==> src/rtl/game_pkg.sv <==
// Shared game definitions: scene encodings, coordinate width, slot/retire
// enums and the lane-select LFSR.
package game_pkg;

    localparam int unsigned COORD_W   = 9;
    localparam logic [15:0] LFSR_SEED = 16'hACE1;

    typedef logic [COORD_W-1:0] coord_t;

    typedef enum logic [1:0] {
        SCENE_TITLE = 2'd0,
        SCENE_PLAY  = 2'd1,
        SCENE_OVER  = 2'd2,
        SCENE_RSVD  = 2'd3
    } scene_e;

    typedef enum logic {
        SLOT_FREE,
        SLOT_ACTIVE
    } slot_state_e;

    typedef enum logic [1:0] {
        RET_NONE,
        RET_HIT,
        RET_KILL,
        RET_AVOID
    } retire_e;

    // Fibonacci LFSR, taps 16,14,13,11, shifting towards bit 0
    function automatic logic [15:0] lfsr_next(input logic [15:0] s);
        return {s[0] ^ s[2] ^ s[3] ^ s[5], s[15:1]};
    endfunction

endpackage

==> src/rtl/enemy_slot.sv <==
// One enemy slot: FREE/ACTIVE state, position, and retirement decision
// (colision beats bullet beats leaving the playfield).
module enemy_slot
    import game_pkg::*;
#(
    parameter int unsigned SCREEN_H = 238
) (
    input  logic    clk,
    input  logic    rst,
    input  logic    play,
    input  logic    spawn,
    input  coord_t  spawn_x,
    input  logic    step,
    input  logic    colision,
    input  logic    bullet,
    output coord_t  x,
    output coord_t  y,
    output logic    active,
    output retire_e retire
);

    localparam coord_t Y_LIMIT = COORD_W'(SCREEN_H);

    slot_state_e state_q, state_d;
    coord_t      x_q, x_d, y_q, y_d;

    always_comb begin
        state_d = state_q;
        x_d     = x_q;
        y_d     = y_q;
        retire  = RET_NONE;

        if (play && state_q == SLOT_ACTIVE) begin
            if (colision)           retire = RET_HIT;
            else if (bullet)        retire = RET_KILL;
            else if (y_q >= Y_LIMIT) retire = RET_AVOID;
        end

        // Retirement is evaluated before movement, so Y never steps past the limit
        if (!play || retire != RET_NONE) begin
            state_d = SLOT_FREE;
            x_d     = '0;
            y_d     = '0;
        end else if (state_q == SLOT_ACTIVE) begin
            if (step) y_d = y_q + 1'b1;
        end else if (spawn) begin
            state_d = SLOT_ACTIVE;
            x_d     = spawn_x;
            y_d     = '0;
        end
    end

    always_ff @(posedge clk or posedge rst) begin
        if (rst) begin
            state_q <= SLOT_FREE;
            x_q     <= '0;
            y_q     <= '0;
        end else begin
            state_q <= state_d;
            x_q     <= x_d;
            y_q     <= y_d;
        end
    end

    assign x      = x_q;
    assign y      = y_q;
    assign active = (state_q == SLOT_ACTIVE);

endmodule

==> src/rtl/enemy_pool.sv <==
// Pool of falling enemies: spawn timer, lane LFSR and move divider shared
// across N_ENEMY slots; registered retirement event pulses and count.
module enemy_pool
    import game_pkg::*;
#(
    parameter int unsigned N_ENEMY    = 4,
    parameter int unsigned SCREEN_H   = 238,
    parameter int unsigned LANE_X0    = 64,
    parameter int unsigned LANE_PITCH = 48,
    parameter int unsigned N_LANES    = 4,
    parameter int unsigned SPAWN_GAP  = 40
) (
    input  logic                   clk,
    input  logic                   rst,
    input  logic                   clk_en,
    input  logic [1:0]             scene,
    input  logic [4:0]             level,
    input  logic [N_ENEMY-1:0]     colision_vec,
    input  logic [N_ENEMY-1:0]     bullet_vec,
    output logic [9*N_ENEMY-1:0]   X_vec,
    output logic [9*N_ENEMY-1:0]   Y_vec,
    output logic [N_ENEMY-1:0]     active,
    output logic                   avoided,
    output logic                   hit,
    output logic                   killed,
    output logic [3:0]             event_cnt
);

    localparam logic [15:0] GAP = 16'(SPAWN_GAP);

    logic [15:0]        lfsr_q, lfsr_d;
    logic [15:0]        timer_q, timer_d;
    logic [3:0]         div_q, div_d;
    logic               avoided_q, avoided_d, hit_q, hit_d, killed_q, killed_d;
    logic [3:0]         cnt_q, cnt_d;

    logic               play, step, found;
    logic [2:0]         lvl_hi;
    logic [3:0]         div_limit;
    logic [N_ENEMY-1:0] spawn_vec, pick_vec;
    int unsigned        lane;
    coord_t             spawn_x;
    retire_e            retire [N_ENEMY];

    assign play = (scene_e'(scene) == SCENE_PLAY);

    always_comb begin
        lfsr_d    = clk_en ? lfsr_next(lfsr_q) : lfsr_q;
        lane      = 32'(lfsr_q) % N_LANES;
        spawn_x   = COORD_W'(LANE_X0 + lane * LANE_PITCH);
        lvl_hi    = 3'(level >> 2);
        div_limit = 4'd8 - {1'b0, lvl_hi};
        if (div_limit == 4'd0) div_limit = 4'd1;

        pick_vec = '0;
        found    = 1'b0;
        for (int unsigned i = 0; i < N_ENEMY; i++) begin
            if (!active[i] && !found) begin
                pick_vec[i] = 1'b1;
                found       = 1'b1;
            end
        end

        div_d     = div_q;
        timer_d   = timer_q;
        step      = 1'b0;
        spawn_vec = '0;
        if (!play) begin
            div_d   = '0;
            timer_d = GAP;
        end else if (clk_en) begin
            if (div_q + 4'd1 >= div_limit) begin
                div_d = '0;
                step  = 1'b1;
            end else begin
                div_d = div_q + 4'd1;
            end
            // Timer parks at zero while the pool is full; spawn fires on the first tick a slot is free
            if (timer_q <= 16'd1) begin
                if (found) begin
                    spawn_vec = pick_vec;
                    timer_d   = GAP;
                end else begin
                    timer_d = '0;
                end
            end else begin
                timer_d = timer_q - 16'd1;
            end
        end

        avoided_d = 1'b0;
        hit_d     = 1'b0;
        killed_d  = 1'b0;
        cnt_d     = '0;
        for (int unsigned i = 0; i < N_ENEMY; i++) begin
            if (retire[i] == RET_HIT)   hit_d     = 1'b1;
            if (retire[i] == RET_KILL)  killed_d  = 1'b1;
            if (retire[i] == RET_AVOID) avoided_d = 1'b1;
            if (retire[i] != RET_NONE)  cnt_d     = cnt_d + 4'd1;
        end
    end

    always_ff @(posedge clk or posedge rst) begin
        if (rst) begin
            lfsr_q    <= LFSR_SEED;
            timer_q   <= GAP;
            div_q     <= '0;
            avoided_q <= 1'b0;
            hit_q     <= 1'b0;
            killed_q  <= 1'b0;
            cnt_q     <= '0;
        end else begin
            lfsr_q    <= lfsr_d;
            timer_q   <= timer_d;
            div_q     <= div_d;
            avoided_q <= avoided_d;
            hit_q     <= hit_d;
            killed_q  <= killed_d;
            cnt_q     <= cnt_d;
        end
    end

    for (genvar g = 0; g < N_ENEMY; g++) begin : g_slot
        coord_t sx, sy;
        enemy_slot #(.SCREEN_H(SCREEN_H)) u_slot (
            .clk      (clk),
            .rst      (rst),
            .play     (play),
            .spawn    (spawn_vec[g]),
            .spawn_x  (spawn_x),
            .step     (step),
            .colision (colision_vec[g]),
            .bullet   (bullet_vec[g]),
            .x        (sx),
            .y        (sy),
            .active   (active[g]),
            .retire   (retire[g])
        );
        assign X_vec[COORD_W*g +: COORD_W] = sx;
        assign Y_vec[COORD_W*g +: COORD_W] = sy;
    end

    assign avoided   = avoided_q;
    assign hit       = hit_q;
    assign killed    = killed_q;
    assign event_cnt = cnt_q;

endmodule

==> config.mk <==
export PLATFORM = sky130hd
export DESIGN_NAME = enemy_pool
export DESIGN_NICKNAME = d
export VERILOG_FILES = /design/src/rtl/game_pkg.sv /design/src/rtl/enemy_slot.sv /design/src/rtl/enemy_pool.sv
export SDC_FILE = /design/constraint.sdc
export NUM_CORES = 1
export LEC_CHECK = 0
export CAP_MARGIN = 30
export CORE_MARGIN = 5
export CORE_UTILIZATION = 53
export CTS_BUF_LIST = sky130_fd_sc_hd__clkbuf_16
export DETAILED_ROUTE_END_ITERATION = 10
export GPL_TIMING_DRIVEN = 0
export PLACE_DENSITY = 0.8
export SYNTH_ARGS = -nofsm -noshare
export SYNTH_HDL_FRONTEND = slang
export SYNTH_SLANG_ARGS = --single-unit
==> constraint.sdc <==
create_clock -name clk -period 4.5 [get_ports clk]
set_clock_uncertainty 0.2 [all_clocks]
set_input_delay 0.675 -clock clk [delete_from_list [all_inputs] [get_ports clk]]
set_output_delay 0.675 -clock clk [all_outputs]
set_load 0.02 [all_outputs]
==> impl_metrics.json <==
{
  "status": "finished, final reports clean",
  "peakVddDrop_uv": 284,
  "antenna_found_initial": 0,
  "grtUsageMet3_pct": 3.69,
  "rsz0062_at_grt": "no",
  "track_usage_pct": 21.2,
  "path_max_fanout": 7,
  "cts_buffer_depth": 2,
  "globalRouteOverflowTotal": 0,
  "port_buffers": 82,
  "nNetsFinal": 731,
  "endpoint_kind": "flip-flop",
  "core-area_um2": 10300,
  "drive_gt1_share_pct": 11.9,
  "ant_nets": 0,
  "hold_violations": 0,
  "gp_congestion": 0.899,
  "dp_hpwl_mm": 9.95,
  "cp.required_ns": 4.59,
  "cts_tree": "built",
  "p_per_area_nw_per_um2": 313,
  "crit_slowest_cell": "nor4b_1",
  "crit_end": "g_slot[0].u_slot.y[4]",
  "syn_area_per_cell_um2": 9.68,
  "area_delta_synth_final_pct": 25.0,
  "startpoint": "level[2]",
  "final_area_um2": 7000,
  "synth_cells": 578,
  "first_global_vias": 4543,
  "leakage_nw": 2.94,
  "ys_ff_latch": 103,
  "fin_crit_sh_pct": 91.0,
  "synthTopCellsByArea": "dfrtp_1, ha_1, nor2_1, dfstp_2, nand2_1",
  "clkSlewWorstSetupHoldPaths_ns": 0.07,
  "die_x_um": 113,
  "setup_viol": 0,
  "ys_types": 59,
  "max_stage_delay_ns": 0.82,
  "io_pins": 101,
  "grt-busiest-layer": "met2",
  "drt-total-wl_mm": 13.4,
  "path_buf_inv": 2,
  "hp-class": "flip-flop to flip-flop",
  "dpl_cell_area_um2": 6690,
  "cp_common_cell": "ha_1",
  "finalCriticalPeriod_ns": 4.09,
  "antenna_cells": 0,
  "maxCapViolations": 0,
  "grt_pass1_wl_mm": 22.3,
  "cts.sink_count": 103,
  "nFillCells": 801,
  "fmax_mhz": 244,
  "dieArea_um2": 12700,
  "synth_area_um2": 5600,
  "cts_hold_buf": 0,
  "dr.pass1.iters": 5,
  "h-tree-depth": 3,
  "synth_top_area_cell": "dfrtp_1",
  "via_count": 4732,
  "die_h_um": 113,
  "cp_top_family": "simple AND/OR/NAND/NOR gates",
  "crit_chain": "clkdlybuf4s50_1, inv_1, ha_1, nand3_1, o21ai_0, a21o_1, ha_1, nand2b_1, a2111oi_4, nor3_1, nor4b_1, and3_1, a221o_1",
  "grtUsageMet2_pct": 34.0,
  "use_met1_pct": 29.7,
  "holdPathStages": 2,
  "root_buffer": "clkbuf_16",
  "synth-seq-area-share_pct": 46.3,
  "finalSetupTns_ns": 0,
  "reg2reg_slack_ns": 1.07,
  "slew-limit-headroom_pct": 33.9,
  "synthArstFlopShare_pct": 100,
  "synth_top_area_share_pct": 41.6,
  "numCtsBuffers": 9,
  "crit_type": "input port to flip-flop",
  "maxSlewViolCount": 0,
  "ff2ff_path_depth": 9,
  "synth_enable_flop_cells": 0,
  "wire_per_inst_um": 16.1,
  "post_cts_resized": 0,
  "cp.arrival_ns": 4.18,
  "r2r_end": "g_slot[0].u_slot.y[4]",
  "remaining_drc_errors": 0,
  "clkLatencyLatePin_ns": 0.34,
  "grt_max_degree": 66,
  "cp_num_cells": 13,
  "postCtsSetupBuffers": 0,
  "worstMarginPinSlew_ns": 0.983,
  "ys_top_cells_by_count": "dfrtp_1, nor2_1, nand2_1",
  "synth.most_common_cell": "dfrtp_1",
  "synth.yosys.warnings": 0,
  "initial_utilization_pct": 54.2,
  "drt-vias-per-instance": 5.69,
  "dr.first_iter.drc_count": 485,
  "rr_startpoint": "div_q[0]",
  "synth_flop_cell": "dfrtp_1",
  "cp-start-kind": "input port",
  "num_rows": 37
}
==> kinds of logic (layout without fill, tap and decap cells) <==
family / Yosys count / count (layout) / synth area share (%)
AND/OR/NAND/NOR: 238 / 238 / 21.4
XOR/XNOR: 29 / 29 / 4.54
AO/OA/AOI/OAI: 94 / 94 / 11.3
adder cells (fa/ha/maj): 23 / 23 / 5.14
multiplexers: 24 / 24 / 4.63
buffers and inverters: 66 / 167 / 6.64
flip-flops: 103 / 103 / 46.3
other: 1 / 17 / 0.0670
==> worst min-delay path by stage <==
stage               startpoint    endpoint  slack [ns]
global placement    timer_q[3]  timer_q[3]        0.28
detailed placement  lfsr_q[15]  lfsr_q[15]        0.29
floorplan           lfsr_q[15]  lfsr_q[15]        0.26
finish              lfsr_q[15]  lfsr_q[15]        0.30
CTS                 lfsr_q[15]  lfsr_q[15]        0.30
global route        lfsr_q[15]  lfsr_q[15]        0.33
==> registers in the layout (all words and copies together) (netlist names) <==
register and flops:
hit 1, avoided 1, timer_q 16, g_slot.u_slot.active 4
div_q 4, event_cnt 4, g_slot.u_slot.x 20, killed 1
g_slot.u_slot.y 36, lfsr_q 16
==> layout make-up <==
cell class | count | area [um2] | area share (%)
plain buffers | 37 | 263 | 3.76
clock buffers | 9 | 225 | 3.22
clock inverters | 7 | 81.3 | 1.16
inverters | 29 | 111 | 1.59
multi-input cells | 425 | 2700 | 38.5
flip-flops and latches | 103 | 2590 | 37.0
well taps | 136 | 170 | 2.43
repair buffers | 85 | 858 | 12.3
==> metrics by stage <==
step                      instances  power (W)  worst slack, ns  utilization (%)  hold slack, ns
final                           831    0.00219            0.407             67.8           0.296
after global routing            831    0.00228            0.206             67.8           0.333
after CTS                       831    0.00220            0.490             67.8           0.299
after detailed placement        815    0.00141            0.145             64.8           0.286
after global placement          812    0.00139           -0.462             64.4           0.278
after floorplan                 594    0.00132            0.938                -           0.265
==> cells in the final DEF (no fill, tap or decap), types with 7 or more instances in the layout <==
master,n
nor3_1,20
nor2_1,74
ha_1,23
mux2i_1,9
dfstp_2,10
clkbuf_1,9
clkbuf_16,9
conb_1,17
nand2b_1,11
clkdlybuf4s50_1,82
nor4_1,8
xnor2_1,12
nand3_1,27
dfrtp_1,93
xor2_1,17
nand4_1,17
and3_1,7
buf_4,21
inv_1,28
a211oi_1,10
mux2_2,15
o21ai_0,23
nand2_1,48
a21oi_1,23
==> worst min-delay path: stages, from the launching register on <==
cell     delay, ns
dfstp_2       0.37
nor2_1        0.08
a21oi_1       0.05
==> power by group <==
group	internal, W	leakage, nW	switching (W)
combinational	0.000144	1.41	0.000162
sequential	0.00103	1.38	0.0000563
clock	0.000439	0.147	0.000362
total	0.00161	2.94	0.000580
==> routing by layer <==
layer	vias up	share of wire, %
li1	2232	-
met1	2269	43
met2	203	48
met3	28	7.2
met4	0	1.9
met5	-	0
No activity file was read; power rests on OpenSTA's default activity.
